File: src/rtl/key_debouncer.sv
// Push-button debouncer: two-flop synchronizer, four-state debounce FSM and a
// long-press detector, with every output registered.
//
// state        | meaning
// IDLE         | key released and stable
// PRESS_WAIT   | key seen low, waiting for it to stay low
// PRESSED      | press accepted, key held
// RELEASE_WAIT | key seen high while pressed, waiting for it to stay high
module key_debouncer #(
  parameter int DEBOUNCE_CYCLES   = 1000000,
  parameter int LONG_PRESS_CYCLES = 100000000
) (
  input  logic clk_50Mhz,
  input  logic reset,
  input  logic key_n,
  output logic key_level,
  output logic press_pulse,
  output logic release_pulse,
  output logic long_pulse
);

  localparam int DW = $clog2(DEBOUNCE_CYCLES);
  localparam int HW = $clog2(LONG_PRESS_CYCLES);
  localparam logic [DW-1:0] DB_MAX   = DW'(DEBOUNCE_CYCLES - 1);
  localparam logic [HW-1:0] HOLD_MAX = HW'(LONG_PRESS_CYCLES - 1);

  typedef enum logic [1:0] {
    IDLE         = 2'd0,
    PRESS_WAIT   = 2'd1,
    PRESSED      = 2'd2,
    RELEASE_WAIT = 2'd3
  } state_t;

  state_t          state_q, state_d;
  logic            sync1_q, sync2_q;
  logic [DW-1:0]   db_cnt_q, db_cnt_d;
  logic [HW-1:0]   hold_cnt_q, hold_cnt_d;
  logic            long_done_q, long_done_d;
  logic            key_level_q, key_level_d;
  logic            press_q, press_d;
  logic            release_q, release_d;
  logic            long_q, long_d;

  always_ff @(posedge clk_50Mhz) begin
    if (reset) begin
      state_q     <= IDLE;
      sync1_q     <= 1'b1;
      sync2_q     <= 1'b1;
      db_cnt_q    <= '0;
      hold_cnt_q  <= '0;
      long_done_q <= 1'b0;
      key_level_q <= 1'b0;
      press_q     <= 1'b0;
      release_q   <= 1'b0;
      long_q      <= 1'b0;
    end else begin
      state_q     <= state_d;
      sync1_q     <= key_n;
      sync2_q     <= sync1_q;
      db_cnt_q    <= db_cnt_d;
      hold_cnt_q  <= hold_cnt_d;
      long_done_q <= long_done_d;
      key_level_q <= key_level_d;
      press_q     <= press_d;
      release_q   <= release_d;
      long_q      <= long_d;
    end
  end

  always_comb begin
    state_d     = state_q;
    db_cnt_d    = db_cnt_q;
    hold_cnt_d  = hold_cnt_q;
    long_done_d = long_done_q;
    press_d     = 1'b0;
    release_d   = 1'b0;
    long_d      = 1'b0;

    // Hold time keeps running through release bounces so a long press still fires.
    if (state_q == PRESSED || state_q == RELEASE_WAIT) begin
      if (hold_cnt_q == HOLD_MAX) begin
        if (!long_done_q) begin
          long_d      = 1'b1;
          long_done_d = 1'b1;
        end
      end else begin
        hold_cnt_d = hold_cnt_q + 1'b1;
      end
    end

    unique case (state_q)
      IDLE: begin
        long_done_d = 1'b0;
        if (!sync2_q) begin
          state_d  = PRESS_WAIT;
          db_cnt_d = '0;
        end
      end
      PRESS_WAIT: begin
        if (sync2_q) begin
          state_d = IDLE;
        end else if (db_cnt_q == DB_MAX) begin
          state_d     = PRESSED;
          press_d     = 1'b1;
          hold_cnt_d  = '0;
          long_done_d = 1'b0;
        end else begin
          db_cnt_d = db_cnt_q + 1'b1;
        end
      end
      PRESSED: begin
        if (sync2_q) begin
          state_d  = RELEASE_WAIT;
          db_cnt_d = '0;
        end
      end
      RELEASE_WAIT: begin
        if (!sync2_q) begin
          state_d = PRESSED;
        end else if (db_cnt_q == DB_MAX) begin
          state_d   = IDLE;
          release_d = 1'b1;
        end else begin
          db_cnt_d = db_cnt_q + 1'b1;
        end
      end
      default: state_d = IDLE;
    endcase

    key_level_d = (state_d == PRESSED) || (state_d == RELEASE_WAIT);
  end

  assign key_level     = key_level_q;
  assign press_pulse   = press_q;
  assign release_pulse = release_q;
  assign long_pulse    = long_q;

endmodule

File: config.mk
export PLATFORM = sky130hd
export DESIGN_NAME = key_debouncer
export DESIGN_NICKNAME = d
export VERILOG_FILES = /design/src/rtl/key_debouncer.sv
export SDC_FILE = /design/constraint.sdc
export NUM_CORES = 1
export LEC_CHECK = 0
export ABC_AREA = 1
export BUFFER_PORTS_ARGS = -buffer_cell sky130_fd_sc_hd__clkbuf_2
export CORE_ASPECT_RATIO = 0.7
export CORE_MARGIN = 1
export CORE_UTILIZATION = 60
export CTS_CLUSTER_SIZE = 8
export DETAILED_ROUTE_END_ITERATION = 10
export PLACE_DENSITY = 0.75
export SKIP_LAST_GASP = 1
export SLEW_MARGIN = 20
export SYNTH_ARGS = -nofsm -noshare
export SYNTH_HDL_FRONTEND = slang
export SYNTH_SLANG_ARGS = --single-unit
File: constraint.sdc
create_clock -name clk_50Mhz -period 2.6 [get_ports clk_50Mhz]
set_input_delay 0.39 -clock clk_50Mhz [delete_from_list [all_inputs] [get_ports clk_50Mhz]]
set_output_delay 0.39 -clock clk_50Mhz [all_outputs]
set_load 0.005 [all_outputs]
==> flow_metrics.tcl, run 1 <==
set metrics [dict create \
    top_layer "met4" \
    period_needed_ps 2110 \
    avgSynthCellArea_um2 6.16 \
    timing.rr.end "hold_cnt_q[15]$_SDFF_PP0_" \
    globalplace.congestion 0.920 \
    coreArea_um2 5230 \
    worstPathMaxFanout 11 \
    cts_inserted_buffers 5 \
    synth-compound-area-share_pct 6.40 \
    synth_top_family_by_area "simple AND/OR/NAND/NOR gates" \
    synth_area_leaders "dfxtp_1 34%, nand2_1 17%, nor2_1 11%" \
    fmax_ghz 0.474 \
    finalCritPeriodShare_pct 81.2 \
    yosysUniqueCellTypes 32 \
    tightest_slew_ps 663 \
    min_to "sync1_q$_SDFF_PP1_" \
    wl_met3_um 608 \
    grt_max_degree 26 \
    async_reset_ff_share_pct 0 \
    synth_common_cells "152 x nand2_1, 94 x nor2_1, 57 x inv_1" \
    max_slew_margin_pct 55.6 \
    port_buffers 6 \
    vdd_drop_max_mv 0.281 \
    syn-cell-area_um2 3270 \
    die_w_um 90.2 \
    grt_pass1_wl_um 13800 \
    status "finished, final reports clean" \
    synth-edff-count 0 \
    clock_latency_ps 320 \
    clock-root-buffer "clkbuf_8" \
    powerDensity_nw_per_um2 401 \
    yosys.area_share.simple_pct 47.4 \
    drv_slew 0 \
    post-route-drc-count 0 \
    h-tree-depth 2 \
    cp_data_required_time_ps 2870 \
    synth_xor_area_share_pct 2.41 \
    insertedDiodeCount 0 \
    p_leak_nw 1.25 \
    cts.sinks 55 \
    ff2ff_path_depth 12 \
    antenna_found_initial 0 \
    placementRows 22 \
    tritoncts "yes" \
    path_class "reg2reg" \
    synth_top_flop_cell "dfxtp_1" \
    endpoint_kind "flip-flop" \
    grt_overflow_total 0 \
    min_path_type "in2reg" \
    syn_inst 530 \
    grt_usage_pct 30.3 \
    hold_start "key_n" \
    synthesis.nets 535 \
    synthDominantCellAreaShare_pct 33.7 \
    synth.largest_area_cell "dfxtp_1" \
    wl_per_cell_um 13.2 \
    die_area_um2 5750 \
    drive_gt1_share_pct 7.66 \
    hold-path-cell-count 2 \
    synth_fa_ha_area_share_pct 0.766 \
    worstSetupStartpointType "flip-flop" \
    ys_ff_latch 55 \
    rsz0062_at_grt "false" \
    ant_nets 0 \
    drt_iter0_markers 332 \
    nets 539 \
    wirelength_um 7990 \
    clockBufferDepth 2 \
    firstDrtPassIters 5 \
    hold_violations 0 \
    start_util_pct 62.4 \
    wl_met2_um 3010 \
    holdBufCountCts 0 \
    dpl_cell_area_um2 3340 \
    setup_violations 0 \
    post-dp-hpwl_um 6020 \
    io-pin-count 7 \
    synth.mux.area_fraction_pct 0 \
    design_area_um2 3420 \
    wl_met1_um 4290 \
    syn2layout_area_growth_pct 4.87 \
    grt_pass1_vias 2903 \
    cts_resized 0 \
    rr_startpoint "hold_cnt_q[0]$_SDFF_PP0_" \
    fin_worst_skew_ps 7.37 \
    via_count 3320 \
    worstPathArrival_ps 2380 \
    yosysMostFrequentCell "nand2_1" \
    r2r_slack_ps 490 \
    drv_cap 0 \
    postLayoutSetupSlackWorst_ps 490 \
    synth_seq_area_share_pct 33.7 \
    place_ws_ps 554 \
    holdWs_ps 239 \
    cts_setup_buffers 0 \
    vias_per_cell 5.47 \
    path_clk_slew_ps 100 \
    fin_tns_setup_ps 0 \
    die_h_um 63.7 \
    yosysWarnings 0 \
]
[critical path, stage by stage, from the launching register on]
cell     delay [ps]
dfxtp_1         380
ha_1            240
inv_1           110
nor2_2           60
nand2_1         170
inv_1            60
nand2_1          70
nor2_1           40
nor2_1          510
nand3_1         170
nand2_1         120
inv_1            40
nor2_1           80
[metal layers]
layer	vias to the layer above	track usage, %
met5	-	0
met3	10	5.31
met2	116	40.7
met4	0	8.27
li1	1687	-
met1	1507	48.1
[worst max-delay path by stage]
stage,from,to,slack [ps],cells after the start
6_report,hold_cnt_q[0]$_SDFF_PP0_,hold_cnt_q[15]$_SDFF_PP0_,490,12
5_1_grt,hold_cnt_q[0]$_SDFF_PP0_,hold_cnt_q[15]$_SDFF_PP0_,320,12
2_1_floorplan,hold_cnt_q[0]$_SDFF_PP0_,hold_cnt_q[16]$_SDFF_PP0_,990,10
3_3_place_gp,hold_cnt_q[0]$_SDFF_PP0_,hold_cnt_q[15]$_SDFF_PP0_,670,12
3_5_place_dp,hold_cnt_q[0]$_SDFF_PP0_,hold_cnt_q[15]$_SDFF_PP0_,550,12
4_1_cts,hold_cnt_q[0]$_SDFF_PP0_,hold_cnt_q[15]$_SDFF_PP0_,530,12
[state kept, by name, summed over array words and instances (netlist names)]
register	flops
db_cnt_q	20
hold_cnt_q	27
long_done_q	1
long_pulse	1
press_pulse	1
release_pulse	1
state_q	2
sync1_q	1
sync2_q	1
[cell usage in the layout, fill, tap and decap left out, types with 7 or more instances in the layout]
cell and instances:
xor2_1 7, nand4_1 21, a21oi_1 21, dfxtp_1 55, nor2_1 94, inv_1 57
nand2_1 152, nor2_2 7, nor3_1 20, nand3_1 38, o21ai_0 10
[report_power, final]
part	switching, mW	internal, mW
clock network	0.297	0.186
logic	0.0309	0.0106
registers	0.00309	0.844
total	0.331	1.04
[kinds of logic after synthesis]
kind of cell,count (synthesis)
flip-flops,55
adder cells (fa/ha/maj),2
AO/OA/AOI/OAI,39
buffers and inverters,74
AND/OR/NAND/NOR,351
XOR/XNOR,9
[stage by stage]
| step | std cells | util, % | power, mW |
|---|---|---|---|
| after global placement | 599 | 63.9 | 0.908 |
| after floorplan | 530 | - | 0.897 |
| after CTS | 607 | 65.5 | 1.38 |
| after detailed placement | 599 | 63.9 | 0.907 |
| final | 607 | 65.5 | 1.37 |
| after global routing | 607 | 65.5 | 1.41 |
[cell type report]
type / count / area [um2]
sequential: 55 / 1100
fill: 515 / 1810
tap: 72 / 90.1
inverter: 61 / 229
clock inverter: 3 / 15.0
multi-input combinational: 401 / 1860
timing repair buffer: 10 / 60.1
clock buffer: 5 / 68.8
No activity file was read; power rests on OpenSTA's default activity.
==> run 2, diff against run 1 <==
--- a/config.mk
+++ b/config.mk
@@ -5,7 +5,7 @@
 export SDC_FILE = /design/constraint.sdc
 export NUM_CORES = 1
 export LEC_CHECK = 0
-export ABC_AREA = 1
+export ABC_AREA = 0
 export BUFFER_PORTS_ARGS = -buffer_cell sky130_fd_sc_hd__clkbuf_2
 export CORE_ASPECT_RATIO = 0.7
 export CORE_MARGIN = 1
==> constraint.sdc (replaced) <==
create_clock -name clk_50Mhz -period 2.1 [get_ports clk_50Mhz]
set_input_delay 0.315 -clock clk_50Mhz [delete_from_list [all_inputs] [get_ports clk_50Mhz]]
set_output_delay 0.315 -clock clk_50Mhz [all_outputs]
set_load 0.005 [all_outputs]
==> run 2 against run 1 <==
Compared with the run above: via count is 40% lower; cell count is 42% lower; utilization rose by 4.4 points; sequential cell count unchanged; critical endpoint is now hold_cnt_q[24]$_SDFF_PP0_; clock-buffer cell count increased by 1; total power rose by 32%; worst setup slack worse by 350 ps; design area is 18% lower; sequential share of layout area grew 7.0 points; critical path type unchanged; highest routed layer unchanged.
==> flow_metrics.tcl, run 2 <==
set metrics [dict create \
    max_slew_margin_pct 63.8 \
    syn-cell-area_um2 2570 \
    io-pin-count 7 \
    drv_slew 0 \
    start_util_pct 64.0 \
    cts_inserted_buffers 5 \
    rsz0062_at_grt "false" \
    synthDominantCellAreaShare_pct 42.8 \
    synthesis.nets 292 \
    port_buffers 6 \
    synth_common_cells "55 x dfxtp_1, 43 x nor2_1, 30 x xor2_1" \
    drt_iter0_markers 127 \
    die_area_um2 4560 \
    largest_register_ffs 27 \
    min_path_type "in2reg" \
    r2r_slack_ps 140 \
    worstSetupStartpointType "flip-flop" \
    placementRows 19 \
    period_needed_ps 1960 \
    status "finished, final reports clean" \
    synth_seq_area_share_pct 42.8 \
    fill_cells 300 \
    vdd_drop_max_mv 0.402 \
    min_to "sync1_q$_SDFF_PP1_" \
    clock-root-buffer "clkbuf_8" \
    fin_tns_setup_ps 0 \
    setup_violations 0 \
    hold_violations 0 \
    yosysWarnings 0 \
    yosysMostFrequentCell "dfxtp_1" \
    finalCritPeriodShare_pct 93.3 \
    nets 305 \
    cts_setup_buffers 0 \
    grt_usage_pct 23.9 \
    syn_inst 287 \
    wirelength_um 4860 \
    rr_startpoint "db_cnt_q[0]$_SDFFE_PP0P_" \
    h-tree-depth 2 \
    tightest_slew_ps 541 \
    grt_pass1_wl_um 8340 \
    hold_start "key_n" \
    antenna_found_initial 0 \
    final_cell_mix "55 x dfxtp_1, 43 x nor2_1, 30 x xor2_1" \
    syn2layout_area_growth_pct 9.19 \
    hold-path-cell-count 2 \
    ys_ff_latch 55 \
    synth_top_flop_cell "dfxtp_1" \
    path_clk_slew_ps 90 \
    ff2ff_path_depth 6 \
    dp_cells 345 \
    synth-edff-count 0 \
    async_reset_ff_share_pct 0 \
    reg_top3 "hold_cnt_q (27), db_cnt_q (20), state_q (2)" \
    clockBufferDepth 2 \
    fin_worst_skew_ps 8.06 \
    timing.rr.end "hold_cnt_q[24]$_SDFF_PP0_" \
    wl_per_cell_um 13.8 \
    drv_cap 0 \
    clock_latency_ps 310 \
    coreArea_um2 4020 \
    p_leak_nw 1.05 \
    worstPathArrival_ps 2170 \
    die_w_um 80.3 \
    grt_overflow_total 0 \
    drive_gt1_share_pct 13.0 \
    fmax_ghz 0.510 \
    synth.largest_area_cell "dfxtp_1" \
    globalplace.congestion 0.769 \
    avgSynthCellArea_um2 8.96 \
    insertedDiodeCount 0 \
    path_class "reg2reg" \
    grt_max_degree 17 \
    mostFrequentLayoutCell "dfxtp_1" \
    endpoint_kind "flip-flop" \
    post-dp-hpwl_um 3590 \
    firstDrtPassIters 4 \
    synth_area_leaders "dfxtp_1 43%, xor2_1 10%, nor2_1 6.3%" \
    stdcell_count 353 \
    worstPathMaxFanout 16 \
    grt_pass1_vias 1737 \
    tritoncts "yes" \
    ant_nets 0 \
    holdWs_ps 180 \
    die_h_um 56.8 \
    powerDensity_nw_per_um2 644 \
    via_count 1996 \
    vias_per_cell 5.65 \
    cp_data_required_time_ps 2310 \
    top_register "hold_cnt_q" \
    cts.sinks 55 \
    yosysUniqueCellTypes 46 \
    post-route-drc-count 0 \
]
[run 2: changes by cell type in the layout (fill, tap and decap cells not counted), sizes merged, moves of 6 or more]
cell / change
a21oi: -12
and3: +8
inv: -56
nand2: -138
nand3: -16
nor2: -59
nor3: -17
nor4: +6
o21ai: -7
xor2: +24
[run 2: kinds of logic (layout without fill, tap and decap cells)]
group                    after synthesis  in the layout  synth area share, %
XOR/XNOR                              34             34                 11.9
AND/OR/NAND/NOR                      151            151                 33.8
AO/OA/AOI/OAI                         28             28                 6.66
buffers and inverters                 14             28                 2.77
flip-flops                            55             55                 42.8
adder cells (fa/ha/maj)                2              2                0.973
multiplexers                           3              3                 1.17
[run 2: critical path, stage by stage, from the launching register on]
cell,delay (ps)
dfxtp_1,430
ha_1,270
nand2_1,160
nor4_4,440
a21o_1,240
buf_4,240
nor2_1,70
[run 2: timing repair]
action,CTS,global route
resized for setup,0,1
hold buffers,0,0
setup endpoints to repair,0,2
[run 2: per-layer routing]
layer	vias up	wire length (um)	global-route usage, %
met5	-	0	0
met4	0	72	7.65
met3	8	225	5.37
met2	37	1840	30.8
met1	910	2730	38.2
li1	1041	-	-
[run 2: how the worst max path moves through the flow]
| stage | startpoint | end | slack, ps | cells after the start |
|---|---|---|---|---|
| 6_report | db_cnt_q[0]$_SDFFE_PP0P_ | hold_cnt_q[24]$_SDFF_PP0_ | 140 | 6 |
| 5_1_grt | db_cnt_q[0]$_SDFFE_PP0P_ | hold_cnt_q[21]$_SDFF_PP0_ | 8 | 6 |
| 3_5_place_dp | db_cnt_q[0]$_SDFFE_PP0P_ | db_cnt_q[5]$_SDFFE_PP0P_ | 170 | 6 |
| 3_3_place_gp | db_cnt_q[0]$_SDFFE_PP0P_ | hold_cnt_q[16]$_SDFF_PP0_ | 230 | 6 |
| 4_1_cts | db_cnt_q[0]$_SDFFE_PP0P_ | db_cnt_q[5]$_SDFFE_PP0P_ | 130 | 6 |
| 2_1_floorplan | state_q[1]$_SDFF_PP0_ | db_cnt_q[2]$_SDFFE_PP0P_ | 340 | 7 |
[run 2: stage by stage]
stage | utilization [%] | area (um2) | total power [mW] | setup slack [ps]
5_1_grt | 69.9 | 2810 | 1.87 | 7.55
2_1_floorplan | - | 2570 | 1.10 | 336
4_1_cts | 69.7 | 2800 | 1.83 | 130
6_report | 69.9 | 2810 | 1.81 | 140
3_5_place_dp | 66.8 | 2680 | 1.11 | 166
3_3_place_gp | 66.8 | 2680 | 1.11 | 229
[run 2: layout make-up]
cell class | instances | area, um2 | share of cell area (%)
multi-input combinational | 218 | 1410 | 50.2
inverter | 5 | 18.8 | 0.668
tap | 52 | 65.1 | 2.32
sequential | 55 | 1100 | 39.2
timing repair buffer | 15 | 97.6 | 3.47
clock buffer | 6 | 82.6 | 2.94
clock inverter | 2 | 35.0 | 1.25
[run 2: power breakdown]
part           switching [mW]  total, mW  internal [mW]
clock                   0.337      0.723          0.386
sequential            0.00242       1.05           1.04
combinational          0.0274     0.0395         0.0121
total                   0.366       1.81           1.44
